--- config.mk ---
export PLATFORM = sky130hd
export DESIGN_NAME = spi_alu_sequencer
export DESIGN_NICKNAME = d
export VERILOG_FILES = /design/src/rtl/spi_alu_sequencer.sv
export SDC_FILE = /design/constraint.sdc
export NUM_CORES = 1
export LEC_CHECK = 0
export ABC_AREA = 1
export CAP_MARGIN = 20
export CORE_ASPECT_RATIO = 1.75
export CORE_UTILIZATION = 56
export CTS_CLUSTER_DIAMETER = 30
export CTS_CLUSTER_SIZE = 10
export DETAILED_ROUTE_END_ITERATION = 8
export DONT_BUFFER_PORTS = 1
export PLACE_DENSITY_LB_ADDON = 0.3
export SLEW_MARGIN = 5
export SYNTH_ARGS = -nofsm -noshare
export SYNTH_HDL_FRONTEND = slang
export SYNTH_SLANG_ARGS = --single-unit
export TNS_END_PERCENT = 1
--- constraint.sdc ---
create_clock -name clk -period 1.66 [get_ports clk]
set_input_delay 0.166 -clock clk [delete_from_list [all_inputs] [get_ports clk]]
set_output_delay 0.166 -clock clk [all_outputs]
set_load 0.03 [all_outputs]
--- src/rtl/spi_alu_sequencer.sv ---
// SPI mode-0 slave that receives a CMD/OPERANDS frame, drives the ALU operands and opcode,
// and shifts the captured result and flags back to the master during the third byte.
//
// state  | meaning
// IDLE   | CS released, waiting for a CS falling edge
// CMD    | receiving command byte (marker 2'b10 in bits 7:6, opcode in bits 1:0)
// OPND   | receiving operand byte (A in 7:4, B in 3:0)
// EXEC   | one cycle: ALU inputs settled, capture result and flags
// REPLY  | shifting the status byte out on MISO
// DRAIN  | frame finished or aborted, ignore SCLK until CS releases
module spi_alu_sequencer #(
  parameter int SYNC_STAGES    = 2,
  parameter int TIMEOUT_CYCLES = 4096
) (
  input  logic       clk,
  input  logic       rst,
  input  logic       spi_sclk,
  input  logic       spi_cs_n,
  input  logic       spi_mosi,
  output logic       spi_miso,
  output logic [3:0] alu_a,
  output logic [3:0] alu_b,
  output logic [1:0] alu_op,
  input  logic [3:0] alu_result,
  input  logic       alu_z,
  input  logic       alu_c,
  input  logic       alu_v,
  input  logic       alu_n,
  output logic       op_valid,
  output logic       frame_err,
  output logic       busy
);

  localparam int TW = (TIMEOUT_CYCLES > 2) ? $clog2(TIMEOUT_CYCLES) : 1;
  localparam logic [TW-1:0] TO_LOAD = TW'((TIMEOUT_CYCLES > 0) ? TIMEOUT_CYCLES - 1 : 0);

  typedef enum logic [2:0] {
    S_IDLE, S_CMD, S_OPND, S_EXEC, S_REPLY, S_DRAIN
  } state_t;

  state_t                 state;
  logic [SYNC_STAGES-1:0] sclk_sync;
  logic [SYNC_STAGES-1:0] cs_n_sync;
  logic [SYNC_STAGES-1:0] mosi_sync;
  logic                   sclk_prev;
  logic                   cs_n_prev;
  logic [2:0]             bit_cnt;
  logic [7:0]             rx;
  logic [7:0]             reply;
  logic [1:0]             op_tmp;
  logic [TW-1:0]          to_cnt;

  logic       sclk_s, cs_n_s, mosi_s;
  logic       rise, fall, cs_act, cs_fall;
  logic       byte_done, timed, to_hit;
  logic [7:0] rx_nxt;

  always_comb begin
    sclk_s    = sclk_sync[SYNC_STAGES-1];
    cs_n_s    = cs_n_sync[SYNC_STAGES-1];
    mosi_s    = mosi_sync[SYNC_STAGES-1];
    rise      = sclk_s & ~sclk_prev;
    fall      = ~sclk_s & sclk_prev;
    cs_act    = ~cs_n_s;
    cs_fall   = cs_n_prev & ~cs_n_s;
    rx_nxt    = {rx[6:0], mosi_s};
    byte_done = rise && (bit_cnt == 3'd7);
    timed     = (state == S_CMD) || (state == S_OPND) || (state == S_REPLY);
    to_hit    = (TIMEOUT_CYCLES != 0) && timed && cs_act && (to_cnt == '0) && !(rise || fall);
  end

  assign busy = (state != S_IDLE);

  always_ff @(posedge clk) begin
    if (!rst) begin
      state     <= S_IDLE;
      sclk_sync <= '0;
      cs_n_sync <= '0;
      mosi_sync <= '0;
      sclk_prev <= 1'b0;
      cs_n_prev <= 1'b0;
      bit_cnt   <= 3'd0;
      rx        <= 8'd0;
      reply     <= 8'd0;
      op_tmp    <= 2'd0;
      to_cnt    <= '0;
      spi_miso  <= 1'b0;
      alu_a     <= 4'd0;
      alu_b     <= 4'd0;
      alu_op    <= 2'd0;
      op_valid  <= 1'b0;
      frame_err <= 1'b0;
    end else begin
      sclk_sync <= {sclk_sync[SYNC_STAGES-2:0], spi_sclk};
      cs_n_sync <= {cs_n_sync[SYNC_STAGES-2:0], spi_cs_n};
      mosi_sync <= {mosi_sync[SYNC_STAGES-2:0], spi_mosi};
      sclk_prev <= sclk_s;
      cs_n_prev <= cs_n_s;
      op_valid  <= 1'b0;

      // Down-counter reloads on any SCLK edge and whenever the frame is not in a timed state.
      if (!timed || rise || fall)
        to_cnt <= TO_LOAD;
      else if (to_cnt != '0)
        to_cnt <= to_cnt - 1'b1;

      if (rise && cs_act && timed) begin
        rx      <= rx_nxt;
        bit_cnt <= bit_cnt + 3'd1;
      end

      if (cs_n_s) begin
        state    <= S_IDLE;
        bit_cnt  <= 3'd0;
        spi_miso <= 1'b0;
      end else begin
        case (state)
          S_IDLE: begin
            spi_miso <= 1'b0;
            if (cs_fall) begin
              state   <= S_CMD;
              bit_cnt <= 3'd0;
            end
          end
          S_CMD: begin
            if (to_hit) begin
              frame_err <= 1'b1;
              state     <= S_DRAIN;
            end else if (byte_done) begin
              if (rx_nxt[7:6] == 2'b10) begin
                op_tmp <= rx_nxt[1:0];
                state  <= S_OPND;
              end else begin
                frame_err <= 1'b1;
                state     <= S_DRAIN;
              end
            end
          end
          S_OPND: begin
            if (to_hit) begin
              frame_err <= 1'b1;
              state     <= S_DRAIN;
            end else if (byte_done) begin
              alu_a  <= rx_nxt[7:4];
              alu_b  <= rx_nxt[3:0];
              alu_op <= op_tmp;
              state  <= S_EXEC;
            end
          end
          S_EXEC: begin
            reply     <= {alu_z, alu_c, alu_v, alu_n, alu_result};
            op_valid  <= 1'b1;
            frame_err <= 1'b0;
            spi_miso  <= alu_z;
            state     <= S_REPLY;
          end
          S_REPLY: begin
            if (to_hit) begin
              frame_err <= 1'b1;
              spi_miso  <= 1'b0;
              state     <= S_DRAIN;
            end else if (byte_done) begin
              spi_miso <= 1'b0;
              state    <= S_DRAIN;
            end else if (fall && bit_cnt != 3'd0) begin
              // The trailing fall of the operand byte arrives with bit_cnt==0 and must not shift.
              reply    <= {reply[6:0], 1'b0};
              spi_miso <= reply[6];
            end
          end
          S_DRAIN: spi_miso <= 1'b0;
          default: begin
            state    <= S_IDLE;
            spi_miso <= 1'b0;
          end
        endcase
      end
    end
  end

endmodule
==> results.ini <==
[outcome]
status = completed

[floorplanning]
die_w_um = 54.6
die_h_um = 94.0
ios = 27
core_region_area_sq_mm = 0.00467
row_count = 33
die-area_sq_mm = 0.00513
start_util = 0.580

[setup_path]
critPathMaxStageDelay_ns = 0.37
cpMostUsedCell = a21oi_2
worstSetupEndpointType = register
startpoint_type = register
critPathKind = register to register
crit_arrival_ns = 1.86
required_ns = 1.91
critPathMaxFanout = 7
critPathSlowestCell = dfxtp_2
crit_chain = inv_1 -> ha_1 -> a21oi_2 -> nor2_2 -> nor3b_4 -> buf_4 -> nand3_1 -> a21oi_2

[cells_and_area]
area_delta_synth_final_pct = 16.5
drive_gt1_frac = 0.202
num_antenna_cells = 0
postLayoutCellArea_sq_mm = 0.00316
finalNetCount = 424

[clocking]
cts-htree-levels = 2
path_clk_slew_ns = 0.11
cts_buffer_depth = 2
clock_latency_ns = 0.32
cts_tree = done
cts-buffers-inserted = 5
cts.sinks = 55
root_buffer = clkbuf_8

[logic_synthesis]
synth_commonest_cells = nand2_1, inv_1, dfxtp_1
synth.distinct_cells = 35
synth_top_family_by_area = simple AND/OR/NAND/NOR gates
synth_top_area_share = 0.407
ys_seq_area_frac = 0.407
synth_xor_xnor_area_share = 0.00647
synth_nets = 397
ys_ff_latch = 55
synth_area_sq_mm = 0.00271
synth_compound_area_frac = 0.140
netlist_instances = 377
synthTopCellsByArea = dfxtp_1, nand2_1, inv_1
synth_edf_count = 0
yosys.area_share.adder = 0.0323
avgSynthCellArea_sq_um = 7.18
synthFlopType = dfxtp_1
synthSimpleGateAreaFrac = 0.302
yosys-mux-area-fraction = 0
yosysTopAreaCell = dfxtp_1
synthArstFlopShare = 0
yosysWarnings = 0
synth.most_common_cell = nand2_1

[sta]
period_share = 0.969
finalWorstSetupSlack_ns = 0.0514
relSlewSlack = 0.406
fin_hold_ws_ns = 0.00756
max_freq_mhz = 622
slew_violations = 0
setup_tns_ns = 0
hold_violations = 0
finalSetupViolCount = 0
tightest_slew_ns = 0.889
skew_ns = 0.0107
min_period_ns = 1.61

[placed_design]
globalplace.congestion = 0.911
portBuffers = 0
place_ws_ns = 0.0206
post-dp-hpwl_mm = 4.15
postPlaceCellArea_sq_mm = 0.00285

[routing]
drtPass1Iterations = 4
ant_nets = 0
vias = 2447
drt-total-wl_mm = 5.89
vias_per_cell = 5.35
post_drt_wl_per_cell_um = 12.9
drt_iter0_drc = 75
drc_errors = 0

[grt]
antenna_found_initial = 0
grt_usage = 0.238
grt.overflow.total = 0
grt_max_degree = 29
grt_pass1_wl_mm = 9.12
grt_pass1_vias = 2241

[flow_run]
drv_cap = 0

[pwr]
p_sw_mw = 0.918
pwr_density_cell_mw_per_mm2 = 904
p_int_mw = 1.93
seqPwrFrac = 0.516
power.leakage_nw = 1.43
p_sw_frac = 0.322
ir_drop_mv = 0.867
power_mw = 2.85
p_clk_frac = 0.275
pwr-share-comb = 0.209

[worst_hold_path]
hp-class = input pin to register

-- flip-flops by register name, summed over array words and instances (netlist names) --
signal	cells
to_cnt	12
reply	7
rx	7
alu_a	4
alu_b	4
bit_cnt	3
state	3
alu_op	2
cs_n_sync	2
mosi_sync	2
op_tmp	2
sclk_sync	2
cs_n_prev	1
frame_err	1
op_valid	1
sclk_prev	1
spi_miso	1
-- critical path, delay by kind of cell (launching register included) --
kind | cells | cell delay [ns]
buf+inv | 2 | 0.25
simple gates | 3 | 0.40
fa+ha+maj | 1 | 0.20
flops | 1 | 0.37
compound gates | 2 | 0.32
-- what timing repair did --
action                                  4_1_cts  5_1_grt
endpoints found under the setup margin        0       24
setup buffers                                 0        4
hold endpoints to repair                     28        0
hold buffers                                  5        0
resized for setup                             0       23
-- final timing paths --
check | start | to | slack (ns) | cells after the start
worst min-delay path | alu_result[0] | reply[0]$_SDFFE_PN0P_ | 0.008 | 2
worst min register to register | mosi_sync[0]$_SDFF_PN0_ | mosi_sync[1]$_SDFF_PN0_ | 0.41 | 2
worst max register to register | bit_cnt[0]$_SDFF_PP0_ | reply[2]$_SDFFE_PN0P_ | 0.05 | 8
worst max-delay path | bit_cnt[0]$_SDFF_PP0_ | reply[2]$_SDFFE_PN0P_ | 0.05 | 8
-- power groups by stage --
| stage | Combinational [mW] | Sequential (mW) | Clock (mW) |
|---|---|---|---|
| global route | 0.669 | 1.48 | 0.834 |
| global placement | 0.534 | 1.49 | 0 |
| floorplan | 0.411 | 1.48 | 0 |
| CTS | 0.562 | 1.46 | 0.800 |
| detailed placement | 0.539 | 1.49 | 0 |
| finish | 0.597 | 1.47 | 0.785 |
-- routing by layer --
layer	vias to the layer above	wire length (um)	GRT usage
met2	43	3400	0.467
met1	1132	2190	0.224
met5	-	0	0
li1	1257	-	-
met3	15	143	0.0356
met4	0	157	0.0940
-- cell type report --
class,instances,area [sq um]
Clock buffer,5,68.8
Clock inverter,3,28.8
Fill cell,414,1510
Inverter,64,241
Multi-Input combinational cell,250,1370
Sequential cell,55,1110
Tap cell,52,65.1
Timing Repair Buffer,28,270
-- metrics by stage --
step,instances,utilization
6_report,457,0.676
5_1_grt,457,0.676
4_1_cts,450,0.643
3_5_place_dp,437,0.611
3_3_place_gp,437,0.611
2_1_floorplan,377,-
-- cell families after synthesis --
logic type               Yosys count
AO/OA/AOI/OAI                     70
buffers and inverters             73
AND/OR/NAND/NOR                  170
flip-flops                        55
adder cells (fa/ha/maj)            7
XOR/XNOR                           2
-- cell usage in the layout (no fill, tap or decap), types with 7 or more instances in the layout --
cell      n
dfxtp_1  48
nand2_1  73
nand2_2   8
nand3_1  24
nor2_1   37
inv_2     9
o21ai_1  15
o21ai_0   7
a21oi_1  34
dfxtp_2   7
buf_4    20
inv_1    54
Power figures use the tool's default switching activity.
